**config.mk**
```make
export PLATFORM = sky130hd
export DESIGN_NAME = requantize
export DESIGN_NICKNAME = d
export VERILOG_FILES = /design/src/rtl/nn_fixed_pkg.sv /design/src/rtl/requant_lane.sv /design/src/rtl/requantize.sv
export SDC_FILE = /design/constraint.sdc
export NUM_CORES = 1
export LEC_CHECK = 0
export ABC_AREA = 1
export BUFFER_PORTS_ARGS = -buffer_cell sky130_fd_sc_hd__buf_2
export CORE_MARGIN = 10
export CORE_UTILIZATION = 50
export DETAILED_ROUTE_END_ITERATION = 10
export PLACE_DENSITY = 0.89
export RECOVER_POWER = 50
export SYNTH_ARGS = -nofsm -noshare
export SYNTH_HDL_FRONTEND = slang
export SYNTH_SLANG_ARGS = --single-unit
```
**constraint.sdc**
```tcl
create_clock -name clk -period 1.35 [get_ports clk]
set_input_delay 0.27 -clock clk [delete_from_list [all_inputs] [get_ports clk]]
set_output_delay 0.27 -clock clk [all_outputs]
set_load 0.01 [all_outputs]
```
**src/rtl/nn_fixed_pkg.sv**
```systemverilog
// Shared fixed-point helpers: signed saturation limits, binary-point shift
// derivation, and the rounding / saturation mode encodings.
package nn_fixed_pkg;

  typedef enum logic {
    RND_FLOOR   = 1'b0,
    RND_HALF_UP = 1'b1
  } round_mode_e;

  typedef enum logic {
    SAT_WRAP = 1'b0,
    SAT_CLIP = 1'b1
  } sat_mode_e;

  // Right-shift that moves a value from din_point to dout_point fractional bits.
  function automatic int shift_of(input int din_point, input int dout_point);
    return din_point - dout_point;
  endfunction

  function automatic logic signed [63:0] sat_max(input int w);
    return (64'sd1 <<< (w - 1)) - 64'sd1;
  endfunction

  function automatic logic signed [63:0] sat_min(input int w);
    return -(64'sd1 <<< (w - 1));
  endfunction

endpackage

```
**src/rtl/requant_lane.sv**
```systemverilog
// One requantiser channel: stage 1 sign-extends and adds the rounding bias,
// stage 2 shifts, detects overflow and clips or wraps. Widths up to 62 bits.
module requant_lane
  import nn_fixed_pkg::*;
#(
  parameter int DIN_WIDTH  = 32,
  parameter int DOUT_WIDTH = 16,
  parameter int SHIFT      = 8
) (
  input  logic                  clk,
  input  logic                  rst_n,
  input  logic                  s1_en_i,
  input  logic                  s2_en_i,
  input  logic [DIN_WIDTH-1:0]  din_i,
  input  logic                  round_en_i,
  input  logic                  sat_en_i,
  output logic [DOUT_WIDTH-1:0] dout_o,
  output logic                  ovf_o
);

  localparam int SW = DIN_WIDTH + 1;
  localparam logic signed [SW-1:0] HALF  = SW'((64'd1 << SHIFT) >> 1);
  localparam logic signed [63:0]   MAX_V = sat_max(DOUT_WIDTH);
  localparam logic signed [63:0]   MIN_V = sat_min(DOUT_WIDTH);

  logic signed [SW-1:0]  sum_d, sum_q;
  sat_mode_e             sat_q;
  logic signed [SW-1:0]  shifted;
  logic signed [63:0]    shifted_ext;
  logic [DOUT_WIDTH-1:0] dout_d, dout_q;
  logic                  ovf_d, ovf_q;

  // The extra bit keeps max-positive plus the rounding bias from wrapping.
  // NOTE: every always_comb output gets a default first so no path leaves it unassigned (no latch).
  always_comb begin
    sum_d = {din_i[DIN_WIDTH-1], din_i};
    if (round_mode_e'(round_en_i) == RND_HALF_UP) sum_d = sum_d + HALF;
  end

  // NOTE: datapath registers are a handful of flops, not a memory, so they reset with everything else.
  // NOTE: sequential state uses non-blocking assignments so all flops update from pre-edge values.
  always_ff @(posedge clk or negedge rst_n) begin
    if (!rst_n) begin
      sum_q <= '0;
      sat_q <= SAT_WRAP;
    end else if (s1_en_i) begin
      sum_q <= sum_d;
      sat_q <= sat_mode_e'(sat_en_i);
    end
  end

  always_comb begin
    shifted     = sum_q >>> SHIFT;
    shifted_ext = {{(64 - SW){shifted[SW-1]}}, shifted};
    ovf_d       = (shifted_ext > MAX_V) || (shifted_ext < MIN_V);
    dout_d      = shifted_ext[DOUT_WIDTH-1:0];
    if (ovf_d && sat_q == SAT_CLIP)
      dout_d = shifted_ext[63] ? MIN_V[DOUT_WIDTH-1:0] : MAX_V[DOUT_WIDTH-1:0];
  end

  always_ff @(posedge clk or negedge rst_n) begin
    if (!rst_n) begin
      dout_q <= '0;
      ovf_q  <= 1'b0;
    end else if (s2_en_i) begin
      dout_q <= dout_d;
      ovf_q  <= ovf_d;
    end
  end

  assign dout_o = dout_q;
  assign ovf_o  = ovf_q;

endmodule

```
**src/rtl/requantize.sv**
```systemverilog
// Multi-channel requantiser top: two-stage valid/ready pipeline, sticky
// per-channel overflow flags, optional overflow counter (REQUANT_OVF_COUNT_EN).
module requantize
  import nn_fixed_pkg::*;
#(
  parameter int PARALLEL_IN = 4,
  parameter int DIN_WIDTH   = 32,
  parameter int DIN_POINT   = 16,
  parameter int DOUT_WIDTH  = 16,
  parameter int DOUT_POINT  = 8,
  parameter int CNT_WIDTH   = 16
) (
  input  logic                              clk,
  input  logic                              rst_n,
  input  logic [PARALLEL_IN*DIN_WIDTH-1:0]  din,
  input  logic                              din_valid,
  output logic                              din_ready,
  input  logic                              round_en,
  input  logic                              sat_en,
  output logic [PARALLEL_IN*DOUT_WIDTH-1:0] dout,
  output logic                              dout_valid,
  input  logic                              dout_ready,
  output logic [PARALLEL_IN-1:0]            ovf_flag,
  input  logic                              ovf_clear,
  output logic [CNT_WIDTH-1:0]              ovf_count
);

  localparam int SHIFT = shift_of(DIN_POINT, DOUT_POINT);

  logic                   s1_valid_d, s1_valid_q;
  logic                   s2_valid_d, s2_valid_q;
  logic                   s1_en, s2_en, s1_load, s2_load, xfer;
  logic [PARALLEL_IN-1:0] lane_ovf;
  logic [PARALLEL_IN-1:0] ovf_flag_d, ovf_flag_q;

  // A stage advances when empty or when the stage after it advances.
  assign s2_en     = !s2_valid_q || dout_ready;
  assign s1_en     = !s1_valid_q || s2_en;
  assign din_ready = s1_en;
  assign s1_load   = s1_en && din_valid;
  assign s2_load   = s2_en && s1_valid_q;
  assign xfer      = s2_valid_q && dout_ready;

  always_comb begin
    s1_valid_d = s1_en ? din_valid  : s1_valid_q;
    s2_valid_d = s2_en ? s1_valid_q : s2_valid_q;
    ovf_flag_d = (ovf_clear ? '0 : ovf_flag_q) | (xfer ? lane_ovf : '0);
  end

  always_ff @(posedge clk or negedge rst_n) begin
    if (!rst_n) begin
      s1_valid_q <= 1'b0;
      s2_valid_q <= 1'b0;
      ovf_flag_q <= '0;
    end else begin
      s1_valid_q <= s1_valid_d;
      s2_valid_q <= s2_valid_d;
      ovf_flag_q <= ovf_flag_d;
    end
  end

  for (genvar i = 0; i < PARALLEL_IN; i++) begin : g_lane
    requant_lane #(
      .DIN_WIDTH  (DIN_WIDTH),
      .DOUT_WIDTH (DOUT_WIDTH),
      .SHIFT      (SHIFT)
    ) u_lane (
      .clk        (clk),
      .rst_n      (rst_n),
      .s1_en_i    (s1_load),
      .s2_en_i    (s2_load),
      .din_i      (din[i*DIN_WIDTH +: DIN_WIDTH]),
      .round_en_i (round_en),
      .sat_en_i   (sat_en),
      .dout_o     (dout[i*DOUT_WIDTH +: DOUT_WIDTH]),
      .ovf_o      (lane_ovf[i])
    );
  end

  assign dout_valid = s2_valid_q;
  assign ovf_flag   = ovf_flag_q;

`ifdef REQUANT_OVF_COUNT_EN
  logic [CNT_WIDTH-1:0] cnt_d, cnt_q;

  // Clear first, then increment: a clear coinciding with an overflowing beat leaves 1.
  always_comb begin
    cnt_d = cnt_q;
    if (ovf_clear) cnt_d = '0;
    if (xfer && |lane_ovf && cnt_d != '1) cnt_d = cnt_d + CNT_WIDTH'(1);
  end

  always_ff @(posedge clk or negedge rst_n) begin
    if (!rst_n) cnt_q <= '0;
    else        cnt_q <= cnt_d;
  end

  assign ovf_count = cnt_q;
`else
  assign ovf_count = '0;
`endif

endmodule

```
==> impl_results.md, run 1 <==
* Status: complete, but fails checks
* Failing checks: setup timing
* Setup ws final at -0.391 ns
* Final Wtd Congestion at around 0.95
* Tot Pwr at 0.0192 W
* Slew headroom at between 20% and 30%
* CP Class: reg2reg
* Root buf cell: clkbuf_16
* Worst skew pair latency at 0.45 ns
* Die X at ~160 microns
* Worst path top cell family by delay: simple AND/OR/NAND/NOR gates
* Synthesized area at 0.0101 sq mm
* Die Y at 162 microns
* Final instance area at 0.0149 sq mm
* Initial Utilization at 51.5%
* #FFs+latches synth at 175
* Setup TNS at -29.18 ns
* Crit-path most repeated cell: nand2_1
* Fillers at roughly 1.2k
* Syn-to-layout area delta at 46.8%
* First-pass GRT wire length at 53500 microns
* Iter 0 DRT Violations at roughly 2.3k
* Post-synth ARST share at 100%
* Overflow left after global routing at 0
* Core area at roughly 0.020 sq mm
* CTS Buffer Depth at 2
* Synth unique cells at 40
* Hold_sp: sat_en
* Fin crit period at 1.74 ns
* Maximum clock frequency at 574 MHz
* Mean Syn Cell Area at between 7 and 8 sq um
* CTS tree: done
* Type of the most critical hold path: in2reg
* Post-Synthesis Cells at 1441
* Final-report hold violation count at 0
* Top FF cell, synth: dfrtp_1
* Clock Skew at ~0.014 ns
* Pre-CTS setup slack at -0.286 ns
* Final #Nets at between 1.5k and 2k
* Startpoint Class: register
* Post-route DRC at 0
* Clock Sinks at 175
* CTS H-Tree Depth at 4
* Worst R2R Path Depth at 9
* Reg-to-reg endpoint: g_lane[3].u_lane.dout_o[1]
* WP data required at 1.68 ns
* Ports at ~220
* Reg-to-reg startpoint: g_lane[3].u_lane.sum_q[25]
* Maximum vdd drop at 0.000825 V
* Crit-path max cell delay at 0.45 ns
* Post-synth EDFFs at 0
* Hpwl dp at 24000 microns
* Critical path data arrival time at 2.08 ns
* DR pass1 iterations at 11
* Worst path depth at 9
* Final setup fails at 164
* Largest net degree at the start of global routing at 47
* CP max FO at 16
* Die ar. at 0.0263 sq mm
* CP Cell Sequence: nor2_1 > nand2_1 > nor2_2 > nand3_2 > nand4_1 > buf_12 > nand2_1 > nand2_1 > nand2_1
* Total number of vias at 13.0k
* Slew Limit Fails at 0
* Final ANT Viol Nets at 0
* Synth warn at 0
* Power Density at approximately 1300 mW/mm^2
* RSZ-0062 raised after global routing: yes
* Slowest CP cell: dfrtp_1
* Placed inst area at 0.0125 sq mm
* Number of global-route vias before repair at between 10k and 15k
* Slew @ Worst Pin at between 1 and 1.5 ns
* Cts bufs inserted at 17
* Initial antenna violation count at 13
* Seq/Total Area, Yosys at 43.3%
* Setup crit end kind: register
* Buf/Inv on CP at 1
* Reg2Reg Setup Slack at -0.39 ns
* Static Leak at 7.74 nW
* CP startpoint: g_lane[3].u_lane.sum_q[25]
* CP Capture Point: g_lane[3].u_lane.dout_o[1]
* Share of cells above drive strength 1 at 35.0%
* Mean routed wirelength per cell at 22.6 microns
* Routed wire length at around 47000 microns
* Row Count at between 50 and 60
* Worst-path clk slew at 0.07 ns
* Final period util at 129%
* Max_cap viols at 0
* Total global routing track utilization at between 20 and 25%
* I/O Buffers at 176
* Vias/cell at about 6.2
-- power breakdown --
part           leakage, nW  internal (W)  switching, W  total (W)
registers             2.14       0.00645      0.000930    0.00738
clock network        0.273       0.00276       0.00224    0.00501
logic                 5.33       0.00272       0.00407    0.00679
total                 7.74        0.0119       0.00724     0.0192
-- sequential cells by signal, summed over array words and instances (netlist names) --
| name | cells |
|---|---|
| ovf_flag | 4 |
| dout_valid | 1 |
| s1_valid_q | 1 |
| g_lane.u_lane.ovf_o | 4 |
| g_lane.u_lane.dout_o | 64 |
| g_lane.u_lane.sat_q | 1 |
| g_lane.u_lane.sum_q | 100 |
-- worst register-to-register path, stage by stage (launching register included) --
cell and delay [ns]:
dfrtp_1 0.45, nor2_1 0.23, nand2_1 0.13, nor2_2 0.14
nand3_2 0.13, nand4_1 0.18, buf_12 0.17, nand2_1 0.09
nand2_1 0.06, nand2_1 0.06
-- worst min-delay path by stage --
stage,cells after the start,end
5_1_grt,2,ovf_flag[2]
3_3_place_gp,1,g_lane[0].u_lane.sum_q[19]
6_report,3,g_lane[0].u_lane.sat_q
3_5_place_dp,1,g_lane[0].u_lane.sum_q[19]
2_1_floorplan,0,dout_valid
4_1_cts,3,g_lane[0].u_lane.sat_q
-- repair_timing --
item	4_1_cts	5_1_grt
buffers inserted	6	8
cloned	2	24
setup endpoints to repair	84	139
hold endpoints to repair	26	0
hold buffers	1	0
resized for setup	26	288
pin swaps	5	75
-- routing by layer --
| layer | GRT usage (%) | routed length, microns | part of all wire [%] | up-vias |
|---|---|---|---|---|
| met3 | 6.40 | 6540 | 14 | 542 |
| met2 | 41.5 | 20700 | 44 | 1346 |
| met5 | 0 | 44 | 0.094 | - |
| met4 | 12.9 | 4690 | 10 | 6 |
| li1 | - | - | - | 5235 |
| met1 | 28.7 | 15000 | 32 | 5836 |
-- cells by family after synthesis --
logic type | synth area share (%)
AO/OA/AOI/OAI | 5.07
XOR/XNOR | 3.20
adder cells (fa/ha/maj) | 0.495
buffers and inverters | 8.46
flip-flops | 43.3
other | 0.0371
AND/OR/NAND/NOR | 39.4
-- layout by cell type (no fill, tap or decap), types with 32 or more instances in the layout --
master / Yosys / routed
nand2_1: 640 / 550
dfrtp_1: 175 / 174
buf_2: 16 / 173
buf_4: 29 / 134
inv_1: 115 / 115
nor2_1: 94 / 76
nand3_1: 117 / 73
nand2_2: 2 / 73
clkbuf_16: 0 / 34
nand3_2: 4 / 32
-- synthesized netlist by cell type, types with 16 or more instances --
library cell	instances	area [sq um]
nand2_1	640	2400
buf_4	29	218
nor3_1	30	150
xnor2_1	17	149
xor2_1	20	175
dfrtp_1	175	4380
o21ai_0	59	295
inv_1	115	432
nor2_1	94	353
nand3_1	117	586
buf_2	16	80.1
nand4_1	29	181
-- layout make-up --
cell class	instances	area (sq um)	share of cell area, %
well taps	265	332	2.23
multi-input cells	1097	5880	39.6
repair inverters	2	32.5	0.219
clock buffers	21	450	3.03
flip-flops and latches	175	4380	29.5
repair buffers	376	3160	21.3
clock inverters	10	116	0.783
inverters	120	473	3.18
diodes	11	27.5	0.185
-- through the flow --
step           hold slack [ns]  util, %  std cells
2_1_floorplan          -0.0256        -       1456
3_5_place_dp             0.191     63.5       1994
5_1_grt                 0.0552     75.5       2075
6_report                0.0446     75.6       2077
4_1_cts                 0.0438     67.3       2034
3_3_place_gp             0.188     63.5       1994
(Power assumes the default switching activity.)
==> run 2: changes to the inputs <==
--- a/config.mk
+++ b/config.mk
@@ -9,9 +9,11 @@
 export BUFFER_PORTS_ARGS = -buffer_cell sky130_fd_sc_hd__buf_2
 export CORE_MARGIN = 10
 export CORE_UTILIZATION = 50
+export CTS_CLUSTER_DIAMETER = 120
 export DETAILED_ROUTE_END_ITERATION = 10
 export PLACE_DENSITY = 0.89
 export RECOVER_POWER = 50
 export SYNTH_ARGS = -nofsm -noshare
 export SYNTH_HDL_FRONTEND = slang
+export SYNTH_HIERARCHICAL = 1
 export SYNTH_SLANG_ARGS = --single-unit
==> impl_results.md, run 2 <==
* CTS Buffer Depth at 2 (unchanged)
* Final #Nets at 1873 (was 1928)
* Mean Syn Cell Area at 7.17 sq um (was 7.02 sq um)
* #FFs+latches synth at 178 (was 175)
* Final-report hold violation count at 0 (unchanged)
* Overflow left after global routing at 0 (unchanged)
* Max reg flops at 100 (unchanged)
* Die Y at 164 microns (was 162 microns)
* Final setup fails at 70 (was 164)
* Synth warn at 6 (was 0)
* Root buf cell: clkbuf_16 (unchanged)
* Static Leak at 7.59 nW (was 7.74 nW)
* Critical path data arrival time at 1.81 ns (was 2.08 ns)
* Hpwl dp at 22400 microns (was 24000 microns)
* Setup ws final at -0.148 ns (was -0.391 ns)
* Top cells by area, synth: dfrtp_1 43%, nand2_1 25%, nand3_1 5.8% (was dfrtp_1 43%, nand2_1 24%, nand3_1 5.8%)
* CTS H-Tree Depth at 4 (unchanged)
* Crit-path most repeated cell: nand2_1 (unchanged)
* Status: complete, but fails checks (unchanged)
* Maximum vdd drop at 0.000842 V (was 0.000825 V)
* Core area at 0.0203 sq mm (was 0.0197 sq mm)
* Synth unique cells at 34 (was 40)
* Setup crit end kind: register (unchanged)
* DR pass1 iterations at 9 (was 11)
* CP Class: reg2reg (unchanged)
* Crit-path max cell delay at 0.42 ns (was 0.45 ns)
* Setup TNS at -5.77 ns (was -29.18 ns)
* CP max FO at 17 (was 16)
* WP data required at 1.67 ns (was 1.68 ns)
* Cts bufs inserted at 17 (unchanged)
* Failing checks: setup timing (unchanged)
* Fillers at 1459 (was 1181)
* RSZ-0062 raised after global routing: yes (unchanged)
* Post-synth EDFFs at 0 (unchanged)
* Top reg by flops: g_lane.u_lane/sum_q (was g_lane.u_lane.sum_q)
* Yosys top cell area share at 43.1% (was 43.3%)
* Syn-to-layout area delta at 37.3% (was 46.8%)
* Largest net degree at the start of global routing at 45 (was 47)
* Post-route DRC at 0 (unchanged)
* Slew @ Worst Pin at 0.958 ns (was 1.06 ns)
* Ports at 221 (unchanged)
* Initial antenna violation count at 1 (was 13)
* Number of global-route vias before repair at 10.1k (was 10.8k)
* I/O Buffers at 176 (unchanged)
* Synth top cells by count: 676 x nand2_1, 178 x dfrtp_1, 120 x nand3_1 (was 640 x nand2_1, 175 x dfrtp_1, 117 x nand3_1)
* Startpoint Class: register (unchanged)
* Max_cap viols at 0 (unchanged)
* Routed wire length at 33200 microns (was 46900 microns)
* Vias/cell at 5.37 (was 6.24)
* Commonest non-fill, non-tap cell in the layout: nand2_1 (unchanged)
* Maximum clock frequency at 668 MHz (was 574 MHz)
* Worst skew pair latency at 0.43 ns (was 0.45 ns)
* Final period util at 111% (was 129%)
* Synthesized area at 0.0103 sq mm (was 0.0101 sq mm)
* Slowest CP cell: dfrtp_2 (was dfrtp_1)
* Final Wtd Congestion at 0.948 (was 0.951)
* Type of the most critical hold path: in2reg (unchanged)
* Slew headroom at 36.1% (was 29.6%)
* Power Density at 1210 mW/mm^2 (was 1290 mW/mm^2)
* CTS tree: done (unchanged)
* Commonest cells after routing, fill and taps aside: 570 x nand2_1, 177 x dfrtp_1, 173 x buf_2 (was 550 x nand2_1, 174 x dfrtp_1, 173 x buf_2)
* Most frequent cell after synthesis: nand2_1 (unchanged)
* Row Count at 52 (was 51)
* Clock Skew at 0.0142 ns (was 0.0143 ns)
* Mean routed wirelength per cell at 16.5 microns (was 22.6 microns)
* Post-synth ARST share at 100% (unchanged)
* Total global routing track utilization at 22.3% (was 24.8%)
* Worst-path clk slew at 0.06 ns (was 0.07 ns)
* Worst hold margin at 0.0830 ns (was 0.0446 ns)
* Post-Synthesis Cells at 1442 (was 1441)
* First-pass GRT wire length at 49000 microns (was 53500 microns)
* Final ANT Viol Nets at 0 (unchanged)
* Top FF cell, synth: dfrtp_1 (unchanged)
* Total number of vias at 10.8k (was 13.0k)
* Seq/Total Area, Yosys at 43.1% (was 43.3%)
* Die X at 164 microns (was 162 microns)
* Die ar. at 0.0268 sq mm (was 0.0263 sq mm)
* Iter 0 DRT Violations at 1009 (was 2298)
* Clock Sinks at 178 (was 175)
* Share of cells above drive strength 1 at 32.1% (was 35.0%)
* CP Cell Sequence: nand3_4 > nand2_4 > clkinv_8 > buf_4 > nand2_1 > o21ai_0 > nand2_1 > nand2_1 (was nor2_1 > nand2_1 > nor2_2 > nand3_2 > nand4_1 > buf_12 > nand2_1 > nand2_1 > nand2_1)
* Initial Utilization at 50.9% (was 51.5%)
* Fin crit period at 1.50 ns (was 1.74 ns)
* Slew Limit Fails at 0 (unchanged)
* Largest area contributor in the netlist: dfrtp_1 (unchanged)
==> run 2: cell count changes after synthesis, sizes merged, moves of 9 or more <==
| cell | change |
|---|---|
| nand2 | +38 |
| o21ai | -22 |
| nor3 | -14 |
| buf | -11 |
| nor2 | -9 |
| or2 | +9 |
==> run 2: final cells by class <==
class	count	area, sq um	area share (%)
Timing Repair inverter	1	8.76	0.0617
Timing Repair Buffer	313	2440	17.2
Clock inverter	11	179	1.26
Antenna cell	1	2.50	0.0176
Inverter	121	529	3.73
Clock buffer	19	453	3.19
Multi-Input combinational cell	1102	5780	40.8
Tap cell	270	338	2.38
Sequential cell	178	4460	31.4
==> run 2: final timing paths <==
kind | start | end | slack (ns) | cells past startpoint
min in group asynchronous | rst_n | g_lane[1].u_lane/dout_o[11] | 0.52 | 2
setup reg to reg | dout_valid | g_lane[0].u_lane/sum_q[31] | -0.15 | 8
setup / recovery | dout_valid | g_lane[0].u_lane/sum_q[31] | -0.15 | 8
hold / removal | din_valid | s1_valid_q | 0.08 | 3
hold reg to reg | g_lane[0].u_lane/dout_o[12] | g_lane[0].u_lane/dout_o[12] | 0.47 | 2
max in group asynchronous | rst_n | g_lane[2].u_lane/sum_q[10] | 0.06 | 3
==> run 2: logic make-up (layout without fill, tap and decap cells) <==
kind of cell               Yosys count  in the layout  synth area share, %
and+or+nand+nor                    981            981                 42.4
DFF                                178            178                 43.1
buffers and inverters              177            465                 7.54
AOI/OAI and AO/OA                   65             65                 3.29
xor gates and xnor gates            32             32                 2.71
adders and majority gates            4              4                0.484
muxes                                4              4                0.388
other                                1             17               0.0363
==> run 2: report_power, final <==
| part | internal (W) | switching (W) | total [W] |
|---|---|---|---|
| registers | 0.00629 | 0.000658 | 0.00694 |
| clock network | 0.00320 | 0.00217 | 0.00537 |
| logic | 0.00203 | 0.00282 | 0.00486 |
| total | 0.0115 | 0.00565 | 0.0172 |
==> run 2: worst max-delay path, delay by kind of cell (launching register included) <==
family,cells,cell delay [ns]
buffers and inverters,2,0.30
and+or+nand+nor,5,0.51
AOI/OAI and AO/OA,1,0.15
DFF,1,0.42
==> run 2: repair_timing <==
action | CTS | global route
gates resized for setup | 53 | 189
pin swaps | 12 | 66
setup endpoints to repair | 137 | 96
endpoints found under the hold margin | 23 | 0
hold buffers | 1 | 0
cloned | 2 | 10
setup buffers | 7 | 13
==> run 2: per-stage QoR <==
step	util (%)	cells	total power (W)	cell area [sq um]	setup WS, ns
after floorplan	-	1457	0.00905	10500	-0.0151
final	69.9	2016	0.0172	14200	-0.148
after global routing	69.9	2015	0.0180	14200	-0.255
after global placement	61.0	1956	0.0108	12400	-0.160
after CTS	65.4	1994	0.0165	13300	-0.118
after detailed placement	61.0	1956	0.0109	12400	-0.200
==> run 2: metal layers <==
layer | vias up | global-route usage (%) | share of wire [%]
met2 | 466 | 38.5 | 51
met1 | 5161 | 27.3 | 39
met4 | 0 | 6.74 | 3.0
met5 | - | 0 | 0
met3 | 100 | 4.78 | 7.6
li1 | 5098 | - | -
==> run 3: changes to the inputs <==
--- a/config.mk
+++ b/config.mk
@@ -13,6 +13,7 @@
 export DETAILED_ROUTE_END_ITERATION = 10
 export PLACE_DENSITY = 0.89
 export RECOVER_POWER = 50
+export SKIP_LAST_GASP = 1
 export SYNTH_ARGS = -nofsm -noshare
 export SYNTH_HDL_FRONTEND = slang
 export SYNTH_HIERARCHICAL = 1
==> constraint.sdc (replaced) <==
create_clock -name clk -period 1.35 [get_ports clk]
set_input_delay 0.135 -clock clk [delete_from_list [all_inputs] [get_ports clk]]
set_output_delay 0.135 -clock clk [all_outputs]
set_load 0.01 [all_outputs]
==> impl_results.md, run 3 (synthesis results as in run 2) <==
* Status: complete, but fails checks (unchanged)
* Failing checks: setup timing (unchanged)
* Fin crit period at 1.48 ns (was 1.50 ns)
* Slew Limit Fails at 0 (unchanged)
* Initial Utilization at 50.9% (unchanged)
* Root buf cell: clkbuf_16 (unchanged)
* Post-route DRC at 0 (unchanged)
* Commonest non-fill, non-tap cell in the layout: nand2_1 (unchanged)
* Final instance area at 0.0139 sq mm (was 0.0142 sq mm)
* Fillers at 1534 (was 1459)
* CP Cell Sequence: nor2_1 > nand3_1 > nor2_1 > nand2_2 > nand4_4 > clkbuf_16 > nand2_2 > nand2_1 > nand2_1 (was nand3_4 > nand2_4 > clkinv_8 > buf_4 > nand2_1 > o21ai_0 > nand2_1 > nand2_1)
* Die X at 164 microns (unchanged)
* Number of global-route vias before repair at 10.3k (was 10.1k)
* Final period util at 110% (was 111%)
* Footprint of the multi-input gates at 0.00581 sq mm (was 0.00578 sq mm)
* Worst path top cell family by delay: simple AND/OR/NAND/NOR gates (unchanged)
* Row Count at 52 (unchanged)
* Die Y at 164 microns (unchanged)
* Crit-path max cell delay at 0.42 ns (about the same)
* Buf/Inv on CP at 1 (was 2)
* Final Wtd Congestion at 0.960 (was 0.948)
* Worst-path clk slew at 0.07 ns (was 0.06 ns)
* Mean routed wirelength per cell at 16.5 microns (about the same)
* Power Density at 1210 mW/mm^2 (about the same)
* Max reg flops at 100 (unchanged)
* Overflow left after global routing at 0 (unchanged)
* Slew headroom at 49.0% (was 36.1%)
* First-pass GRT wire length at 49600 microns (was 49000 microns)
* Slowest CP cell: dfrtp_1 (was dfrtp_2)
* CTS tree: done (unchanged)
* Setup crit end kind: register (unchanged)
* RSZ-0062 raised after global routing: yes (unchanged)
* Final #Nets at 1854 (was 1873)
* CP Class: reg2reg (unchanged)
* Cts bufs inserted at 17 (unchanged)
* Type of the most critical hold path: in2reg (unchanged)
* Top reg by flops: g_lane.u_lane/sum_q (unchanged)
* Placed inst area at 0.0121 sq mm (was 0.0124 sq mm)
* Syn-to-layout area delta at 34.9% (was 37.3%)
* Die ar. at 0.0268 sq mm (unchanged)
* Total global routing track utilization at 22.3% (about the same)
* Share of cells above drive strength 1 at 31.7% (was 32.1%)
* Iter 0 DRT Violations at 979 (was 1009)
* Setup ws final at -0.131 ns (was -0.148 ns)
* Largest net degree at the start of global routing at 48 (was 45)
* I/O Buffers at 176 (unchanged)
* Vias/cell at 5.37 (about the same)
* WP data required at 1.68 ns (was 1.67 ns)
* Worst skew pair latency at 0.43 ns (about the same)
* Clock Skew at 0.0147 ns (was 0.0142 ns)
* DR pass1 iterations at 5 (was 9)
* Initial antenna violation count at 3 (was 1)
* Total number of vias at 10.7k (was 10.8k)
* CP max FO at 8 (was 17)
* Startpoint Class: register (unchanged)
* Static Leak at 7.45 nW (was 7.59 nW)
* Hpwl dp at 22200 microns (was 22400 microns)
* Final-report hold violation count at 0 (unchanged)
* Final ANT Viol Nets at 0 (unchanged)
* Commonest cells after routing, fill and taps aside: 559 x nand2_1, 177 x dfrtp_1, 173 x buf_2 (was 570 x nand2_1, 177 x dfrtp_1, 173 x buf_2)
* Placed cells at 1928 (was 1956)
* Final setup fails at 85 (was 70)
* Post-Layout Cell Count at 2001 (was 2016)
* Maximum vdd drop at 0.000756 V (was 0.000842 V)
* Routed wire length at 33000 microns (was 33200 microns)
* Sequential cell area at 0.00446 sq mm (unchanged)
* CTS H-Tree Depth at 4 (unchanged)
* Clock Sinks at 178 (unchanged)
* Core area at 0.0203 sq mm (unchanged)
* Max_cap viols at 0 (unchanged)
* Slew @ Worst Pin at 0.765 ns (was 0.958 ns)
* Reg2Reg Setup Slack at -0.13 ns (was -0.15 ns)
* Ports at 221 (unchanged)
* CTS Buffer Depth at 2 (unchanged)
* Maximum clock frequency at 675 MHz (was 668 MHz)
* Critical path data arrival time at 1.81 ns (about the same)
[run 3: changes by cell type in the layout (fill, tap and decap cells not counted), moves of 6 or more]
| cell | before | now |
|---|---|---|
| buf_12 | 22 | 13 |
| buf_4 | 83 | 58 |
| buf_8 | 1 | 7 |
| dlygate4sd3_1 | 1 | 7 |
| nand2_1 | 570 | 559 |
| nand2_2 | 91 | 98 |
| nand3_1 | 108 | 115 |
| nand3_2 | 12 | 5 |
| o21ai_0 | 28 | 19 |
| o21ai_1 | 17 | 23 |
[run 3: worst paths after layout]
path	endpoint	start	depth (start not counted)
worst min register to register	g_lane[0].u_lane/dout_o[1]	g_lane[0].u_lane/dout_o[1]	2
worst max-delay path	g_lane[0].u_lane/dout_o[14]	g_lane[0].u_lane/sum_q[25]	9
worst max register to register	g_lane[0].u_lane/dout_o[14]	g_lane[0].u_lane/sum_q[25]	9
min in group asynchronous	g_lane[1].u_lane/dout_o[12]	rst_n	2
worst min-delay path	g_lane[1].u_lane/sat_q	sat_en	3
max in group asynchronous	g_lane[0].u_lane/sum_q[31]	rst_n	3
[run 3: timing repair]
item | 4_1_cts | 5_1_grt
cloned | 5 | 6
endpoints found under the hold margin | 189 | 0
resized for setup | 62 | 194
hold buffers | 7 | 0
buffers inserted | 14 | 9
setup endpoints to repair | 100 | 145
pin swaps | 20 | 75
[run 3: cell type report]
type | count | share of cell area [%]
Clock inverter | 14 | 1.27
Clock buffer | 18 | 3.08
Inverter | 121 | 3.58
Timing Repair Buffer | 294 | 16.0
Tap cell | 270 | 2.42
Multi-Input combinational cell | 1103 | 41.7
Sequential cell | 178 | 32.0
Antenna cell | 3 | 0.0538
[run 3: routing by layer]
metal  up-vias  global-route usage, %  part of all wire, %
met1      5041                   27.9                   39
met3        82                   4.76                  9.3
met5         -                      0                    0
met4         0                   7.11                  2.5
li1       5058                      -                    -
met2       564                   37.8                   50
[run 3: tightest hold or removal path, stage by stage]
cell     delay [ns]
buf_2          0.15
nand2_1        0.07
nand2_1        0.04
[run 3: metrics by stage]
step / setup WS [ns] / TNS [ns] / hold WS, ns / utilization, % / power, W
after floorplan: -0.0151 / -0.397 / -0.161 / - / 0.00905
after global placement: -0.0505 / -1.59 / 0.0347 / 59.8 / 0.0107
after detailed placement: -0.131 / -5.12 / 0.0367 / 59.8 / 0.0108
after CTS: -0.0676 / -1.29 / 0.00854 / 64.9 / 0.0162
after global routing: -0.198 / -15.28 / 0.0266 / 68.7 / 0.0177
final: -0.131 / -4.05 / 0.0185 / 68.7 / 0.0169
[run 3: report_power, final]
part / switching [W] / internal [W]
clock network: 0.00219 / 0.00295
registers: 0.000683 / 0.00629
logic: 0.00280 / 0.00197
